==> src/rtl/pipe_hazard_ctrl.sv <==
// pipe_hazard_ctrl
//   Pipeline sequencer for a 5-stage datapath. Keeps a private scoreboard of the
//   instructions in EX and MEM, detects RAW hazards against the instruction in ID,
//   and drives the stage-register enables: load-use stalls, branch/jump flushes,
//   and a full-pipe freeze while data memory has not finished the MEM access.
//
//   Handshake with data memory: a MEM-stage access (load or store) completes in
//   the cycle dmem_ready_i is high; while it is low the whole pipe is frozen and
//   the access is presented again next cycle.
//
// Ports
//   clk_i, rst_i               clock, synchronous active-high reset
//   id_rs_i, id_rt_i           source registers of the instruction in ID
//   id_use_rt_i                ID instruction actually reads rt
//   id_rd_i                    ID destination register (after RegDst mux)
//   id_regwrite_i/memread_i/memwrite_i   decoder controls for the ID instruction
//   id_jump_n_i                ID instruction is a jump (active-low)
//   ex_br_taken_i              branch in EX resolved taken
//   dmem_ready_i               data memory completed the MEM-stage access
//   pc_write_o, ifid_write_o   PC and IF/ID enables
//   ifid_flush_o               IF/ID loads a NOP
//   idex_bubble_o              ID/EX loads zero controls
//   pipe_freeze_o              hold ID/EX, EX/MEM, MEM/WB
//   mem_err_o                  sticky memory timeout
//   stall_cnt_o, flush_cnt_o   saturating performance counters
module pipe_hazard_ctrl #(
  parameter bit          FWD_EN      = 1'b1,
  parameter int unsigned MEM_TIMEOUT = 16,
  parameter int unsigned CNT_W       = 16
) (
  input  logic             clk_i,
  input  logic             rst_i,
  input  logic [4:0]       id_rs_i,
  input  logic [4:0]       id_rt_i,
  input  logic             id_use_rt_i,
  input  logic [4:0]       id_rd_i,
  input  logic             id_regwrite_i,
  input  logic             id_memread_i,
  input  logic             id_memwrite_i,
  input  logic             id_jump_n_i,
  input  logic             ex_br_taken_i,
  input  logic             dmem_ready_i,
  output logic             pc_write_o,
  output logic             ifid_write_o,
  output logic             ifid_flush_o,
  output logic             idex_bubble_o,
  output logic             pipe_freeze_o,
  output logic             mem_err_o,
  output logic [CNT_W-1:0] stall_cnt_o,
  output logic [CNT_W-1:0] flush_cnt_o
);

  localparam int unsigned WCW = $clog2(MEM_TIMEOUT + 1);

  typedef enum logic {RUN = 1'b0, MEM_WAIT = 1'b1} state_t;

  typedef struct packed {
    logic       valid;
    logic       regwrite;
    logic       memread;
    logic       memwrite;
    logic [4:0] rd;
  } sb_t;

  state_t           state_q, state_d;
  sb_t              ex_q, ex_d, mem_q, mem_d, id_fields;
  logic             id_v_q, id_v_d;
  logic [WCW-1:0]   wait_cnt_q, wait_cnt_d;
  logic             mem_err_q, mem_err_d;
  logic [CNT_W-1:0] stall_cnt_q, stall_cnt_d, flush_cnt_q, flush_cnt_d;

  logic ex_hit, mem_hit, load_use, stall_req, jump_req, freeze;
  logic stall_taken, flush_taken;

  assign id_fields = '{valid: 1'b1, regwrite: id_regwrite_i, memread: id_memread_i,
                       memwrite: id_memwrite_i, rd: id_rd_i};

  // Hazard detection against the instructions currently in EX and MEM.
  always_comb begin
    ex_hit   = ex_q.valid & ex_q.regwrite & (ex_q.rd != 5'd0) &
               ((ex_q.rd == id_rs_i) | (id_use_rt_i & (ex_q.rd == id_rt_i)));
    mem_hit  = mem_q.valid & mem_q.regwrite & (mem_q.rd != 5'd0) &
               ((mem_q.rd == id_rs_i) | (id_use_rt_i & (mem_q.rd == id_rt_i)));
    load_use = ex_hit & ex_q.memread;
    stall_req = id_v_q & (load_use | (!FWD_EN & (ex_hit | mem_hit)));
    jump_req  = id_v_q & !id_jump_n_i;
    // The freeze is raised in the same cycle the pending access sees !ready, so the
    // access never slips out of MEM before memory has accepted it. In MEM_WAIT the
    // scoreboard is held, so mem_q still describes the waiting access.
    freeze = ((state_q == MEM_WAIT) |
              (mem_q.valid & (mem_q.memread | mem_q.memwrite))) & !dmem_ready_i;
  end

  // FSM next state and control outputs, priority freeze > branch > jump > stall.
  always_comb begin
    state_d       = state_q;
    pc_write_o    = 1'b1;
    ifid_write_o  = 1'b1;
    ifid_flush_o  = 1'b0;
    idex_bubble_o = 1'b0;
    pipe_freeze_o = 1'b0;
    stall_taken   = 1'b0;
    flush_taken   = 1'b0;

    case (state_q)
      RUN:      if (freeze) state_d = MEM_WAIT;
      MEM_WAIT: if (dmem_ready_i) state_d = RUN;
      default:  state_d = RUN;
    endcase

    if (freeze) begin
      pipe_freeze_o = 1'b1;
      pc_write_o    = 1'b0;
      ifid_write_o  = 1'b0;
      stall_taken   = 1'b1;
    end else if (ex_br_taken_i) begin
      // A taken branch discards the ID instruction, so any stall it asked for is moot.
      ifid_flush_o  = 1'b1;
      idex_bubble_o = 1'b1;
      flush_taken   = 1'b1;
    end else if (jump_req) begin
      ifid_flush_o  = 1'b1;
      flush_taken   = 1'b1;
    end else if (stall_req) begin
      pc_write_o    = 1'b0;
      ifid_write_o  = 1'b0;
      idex_bubble_o = 1'b1;
      stall_taken   = 1'b1;
    end
  end

  // Scoreboard, wait counter, error flag and performance counters.
  always_comb begin
    ex_d        = ex_q;
    mem_d       = mem_q;
    id_v_d      = id_v_q;
    wait_cnt_d  = '0;
    mem_err_d   = mem_err_q;
    stall_cnt_d = stall_cnt_q;
    flush_cnt_d = flush_cnt_q;

    if (!freeze) begin
      mem_d  = ex_q;
      ex_d   = (idex_bubble_o | !id_v_q) ? sb_t'('0) : id_fields;
      id_v_d = !ifid_flush_o;
    end else begin
      if (wait_cnt_q != WCW'(MEM_TIMEOUT)) wait_cnt_d = wait_cnt_q + 1'b1;
      else                                 wait_cnt_d = wait_cnt_q;
      if (wait_cnt_q == WCW'(MEM_TIMEOUT - 1)) mem_err_d = 1'b1;
    end

    if (stall_taken && (stall_cnt_q != '1)) stall_cnt_d = stall_cnt_q + 1'b1;
    if (flush_taken && (flush_cnt_q != '1)) flush_cnt_d = flush_cnt_q + 1'b1;
  end

  always_ff @(posedge clk_i) begin
    if (rst_i) begin
      state_q     <= RUN;
      ex_q        <= '0;
      mem_q       <= '0;
      id_v_q      <= 1'b0;
      wait_cnt_q  <= '0;
      mem_err_q   <= 1'b0;
      stall_cnt_q <= '0;
      flush_cnt_q <= '0;
    end else begin
      state_q     <= state_d;
      ex_q        <= ex_d;
      mem_q       <= mem_d;
      id_v_q      <= id_v_d;
      wait_cnt_q  <= wait_cnt_d;
      mem_err_q   <= mem_err_d;
      stall_cnt_q <= stall_cnt_d;
      flush_cnt_q <= flush_cnt_d;
    end
  end

  assign mem_err_o   = mem_err_q;
  assign stall_cnt_o = stall_cnt_q;
  assign flush_cnt_o = flush_cnt_q;

endmodule

==> config.mk <==
export PLATFORM = sky130hd
export DESIGN_NAME = pipe_hazard_ctrl
export DESIGN_NICKNAME = d
export VERILOG_FILES = /design/src/rtl/pipe_hazard_ctrl.sv
export SDC_FILE = /design/constraint.sdc
export NUM_CORES = 1
export LEC_CHECK = 0
export BUFFER_PORTS_ARGS = -buffer_cell sky130_fd_sc_hd__buf_4
export CAP_MARGIN = 20
export CELL_PAD_IN_SITES_DETAIL_PLACEMENT = 1
export CELL_PAD_IN_SITES_GLOBAL_PLACEMENT = 1
export CORE_ASPECT_RATIO = 0.9
export CORE_MARGIN = 8
export CORE_UTILIZATION = 42
export DETAILED_ROUTE_END_ITERATION = 16
export PLACE_DENSITY_LB_ADDON = 0.1
export SKIP_CTS_REPAIR_TIMING = 1
export SYNTH_ARGS = -nofsm -noshare
export SYNTH_HDL_FRONTEND = slang
export SYNTH_SLANG_ARGS = --single-unit
==> constraint.sdc <==
create_clock -name clk_i -period 4 [get_ports clk_i]
set_input_delay 0.8 -clock clk_i [delete_from_list [all_inputs] [get_ports clk_i]]
set_output_delay 0.8 -clock clk_i [all_outputs]
set_load 0.005 [all_outputs]
==> load_flow_metrics.sql <==
INSERT INTO impl_metrics (metric_group, metric, value, unit) VALUES
('worst_setup_path', 'timing.critical_path.from_type', 'input port', ''),
('finish', 'design_area', '0.00303', 'mm2'),
('clock_tree', 'ctsHtreeMaxLevel', '2', ''),
('pwr', 'power.sequential.fraction', '0.586', ''),
('logic_synthesis', 'synth.ff_latch_count', '52', ''),
('routing', 'wire_length_after_detailed_routing', '5.83', 'mm'),
('pwr', 'p_per_area', '298', 'mW/mm2'),
('worst_setup_path', 'r2r_setup_slack', '1.64', 'ns'),
('worst_setup_path', 'worstPathBufferInverterCount', '2', ''),
('logic_synthesis', 'yosysTopAreaCell', 'dfxtp_1', ''),
('run', 'timing.max_cap.violations', '0', ''),
('pwr', 'p_clk_frac', '0.355', ''),
('sta', 'hold-worst-slack', '0.482', 'ns'),
('finish', 'drive_gt1_frac', '0.265', ''),
('worst_setup_path', 'crit_family', 'compound AO/OA/AOI/OAI gates', ''),
('routing', 'wl_per_cell', '14.8', 'um'),
('finish', 'area_delta_synth_final', '24.1', '%'),
('routing', 'drt_pass1_iterations', '4', ''),
('routing', 'drt-vias-per-instance', '5.22', ''),
('min_path', 'hold_class', 'reg2reg', ''),
('pwr', 'leakagePower', '1.19', 'nW'),
('routing', 'detailedRoute.firstIterationViolations', '73', ''),
('sta', 'setup_violations', '0', ''),
('logic_synthesis', 'synthesis.nets', '294', ''),
('logic_synthesis', 'main_combinational_cell_family_by_area_after_synthesis', 'simple AND/OR/NAND/NOR gates', ''),
('sta', 'rsz0062_at_grt', 'false', ''),
('logic_synthesis', 'synthFlopType', 'dfxtp_1', ''),
('logic_synthesis', 'yosys-top-cells-area', 'dfxtp_1 43%, nor2_1 7.1%, xnor2_1 6.8%, xor2_1 6.8%, a22o_1 2.9%', ''),
('grt', 'grt_pass1_vias', '2143', ''),
('grt', 'grt_util_met1', '0.170', ''),
('sta', 'timing.final.crit_period', '2.96', 'ns'),
('grt', 'grt_remaining_overflow', '0', ''),
('logic_synthesis', 'muxShareOfSynthArea', '0.0205', ''),
('sta', 'finalClockSkew', '0.00971', 'ns'),
('floorplanning', 'top_level_ports', '62', ''),
('floorplanning', 'dieWidth', '96.3', 'um'),
('floorplanning', 'die_h', '88.3', 'um'),
('finish', 'multi_input_comb_area', '0.00131', 'mm2'),
('worst_setup_path', 'critical_path_class', 'in2out', ''),
('clock_tree', 'clk_pin_slew', '0.11', 'ns'),
('clock_tree', 'total_cts_buffers', '5', ''),
('clock_tree', 'clk_root_buffer_cell', 'clkbuf_8', ''),
('logic_synthesis', 'syn_area', '0.00244', 'mm2'),
('floorplanning', 'initial_core_util', '0.431', ''),
('grt', 'grt_max_degree', '41', ''),
('logic_synthesis', 'synth_enable_flop_cells', '0', ''),
('grt', 'global_route.peak_usage_layer', 'met2', ''),
('sta', 'max_slew_margin', '0.413', ''),
('worst_setup_path', 'timing.critical_path.cells', 'buf_4 > xor2_1 > nor4_2 > a32oi_1 > o32a_4 > buf_4', ''),
('pwr', 'power_frac_comb', '0.059', ''),
('clock_tree', 'cts.sinks', '52', ''),
('worst_setup_path', 'timing.critical_path.slowest_stage_cell', 'o32a_4', ''),
('worst_setup_path', 'crit_path_max_fanout', '16', ''),
('worst_setup_path', 'endpoint_kind', 'output port', ''),
('logic_synthesis', 'post_synth_inst_count', '265', ''),
('grt', 'grt_use_met3', '0.0305', ''),
('placement', 'place.detailed.hpwl', '4.41', 'mm'),
('logic_synthesis', 'compound_gate_portion_of_the_synthesized_area', '0.0903', ''),
('routing', 'vias', '2055', ''),
('logic_synthesis', 'synth_common_cells', '52 x dfxtp_1, 46 x nor2_1, 19 x xnor2_1, 19 x xor2_1, 14 x nand2_1', ''),
('logic_synthesis', 'netlist.area_leader.share', '0.427', ''),
('grt', 'met2_usage', '0.249', ''),
('logic_synthesis', 'synth.distinct_cells', '38', ''),
('worst_setup_path', 'critical_path.most_common_cell', 'buf_4', ''),
('grt', 'antenna_violations_before_repair', '0', ''),
('floorplanning', 'num_rows', '26', ''),
('finish', 'nNetsFinal', '352', ''),
('worst_setup_path', 'timing.critical_path.required', '3.20', 'ns'),
('outcome', 'outcome', 'finished, final reports clean', ''),
('logic_synthesis', 'post_synth_and_or_nand_nor_area_fraction', '0.264', ''),
('sta', 'period_share', '0.740', '');
per-stage QoR:
step	utilization	setup WS [ns]	std cells	power [mW]
6_report	0.535	1.04	394	0.902
5_1_grt	0.535	0.971	394	0.937
3_5_place_dp	0.518	1.05	386	0.595
2_1_floorplan	-	1.20	265	0.563
3_3_place_gp	0.518	1.04	386	0.593
4_1_cts	0.535	1.05	394	0.915
power by group through the flow:
stage	logic [mW]	registers (mW)	clock network (mW)
finish	0.0528	0.529	0.320
global route	0.0585	0.530	0.348
CTS	0.0541	0.529	0.332
detailed placement	0.0540	0.541	0
global placement	0.0522	0.541	0
floorplan	0.0237	0.539	0
sequential cells by signal (all words and copies together), names as in the netlist:
register	count
flush_cnt_o	16
ex_q	9
id_v_q	1
mem_err_o	1
stall_cnt_o	16
mem_q	3
state_q	1
wait_cnt_q	5
per-layer routing:
layer | wire length, um | up-vias
met5 | 0 | -
met4 | 62 | 0
met3 | 264 | 7
met2 | 2820 | 40
met1 | 2690 | 982
li1 | - | 1026
worst reg2reg max path: cells and delay by family (launching register included):
family	cells	cell delay, ns
AND/OR/NAND/NOR	5	1.53
AO/OA/AOI/OAI	2	0.30
flip-flops	1	0.45
worst paths after layout:
check,from,endpoint,cells past startpoint
setup / recovery,id_rt_i[3],ifid_write_o,6
hold / removal,mem_err_o,mem_err_o,2
setup reg to reg,stall_cnt_o[7],stall_cnt_o[9],7
hold reg to reg,mem_err_o,mem_err_o,2
placed cells by master, fill, tap and decap left out, drive strengths merged, types with 2 or more instances in the layout:
cell type and count:
and3 6, inv 10, clkbuf 5, or3 3
dfxtp 52, o21ai 5, o21a 2, a21oi 9
xnor2 19, nor4b 2, buf 62, nor3 14
xor2 19, mux2i 5, a21o 2, nand2b 2
ha 5, nand4 8, and4 3, nand3 11
nor4 4, nor2 46, nand2 14, a22o 8
kinds of logic (layout without fill, tap and decap cells):
group           after synthesis  count (layout)
flops                        52              52
fa+ha+maj                     5               5
xor+xnor                     38              38
buf+inv                      19              78
mux                           5               5
compound gates               30              30
simple gates                116             116
cell type report:
type	instances	share of cell area
clock buffer	5	0.0227
inverter	8	0.00992
tap	70	0.0289
multi-input combinational	194	0.432
clock inverter	3	0.00868
timing repair buffer	62	0.154
sequential	52	0.344
Power figures use the tool's default switching activity.
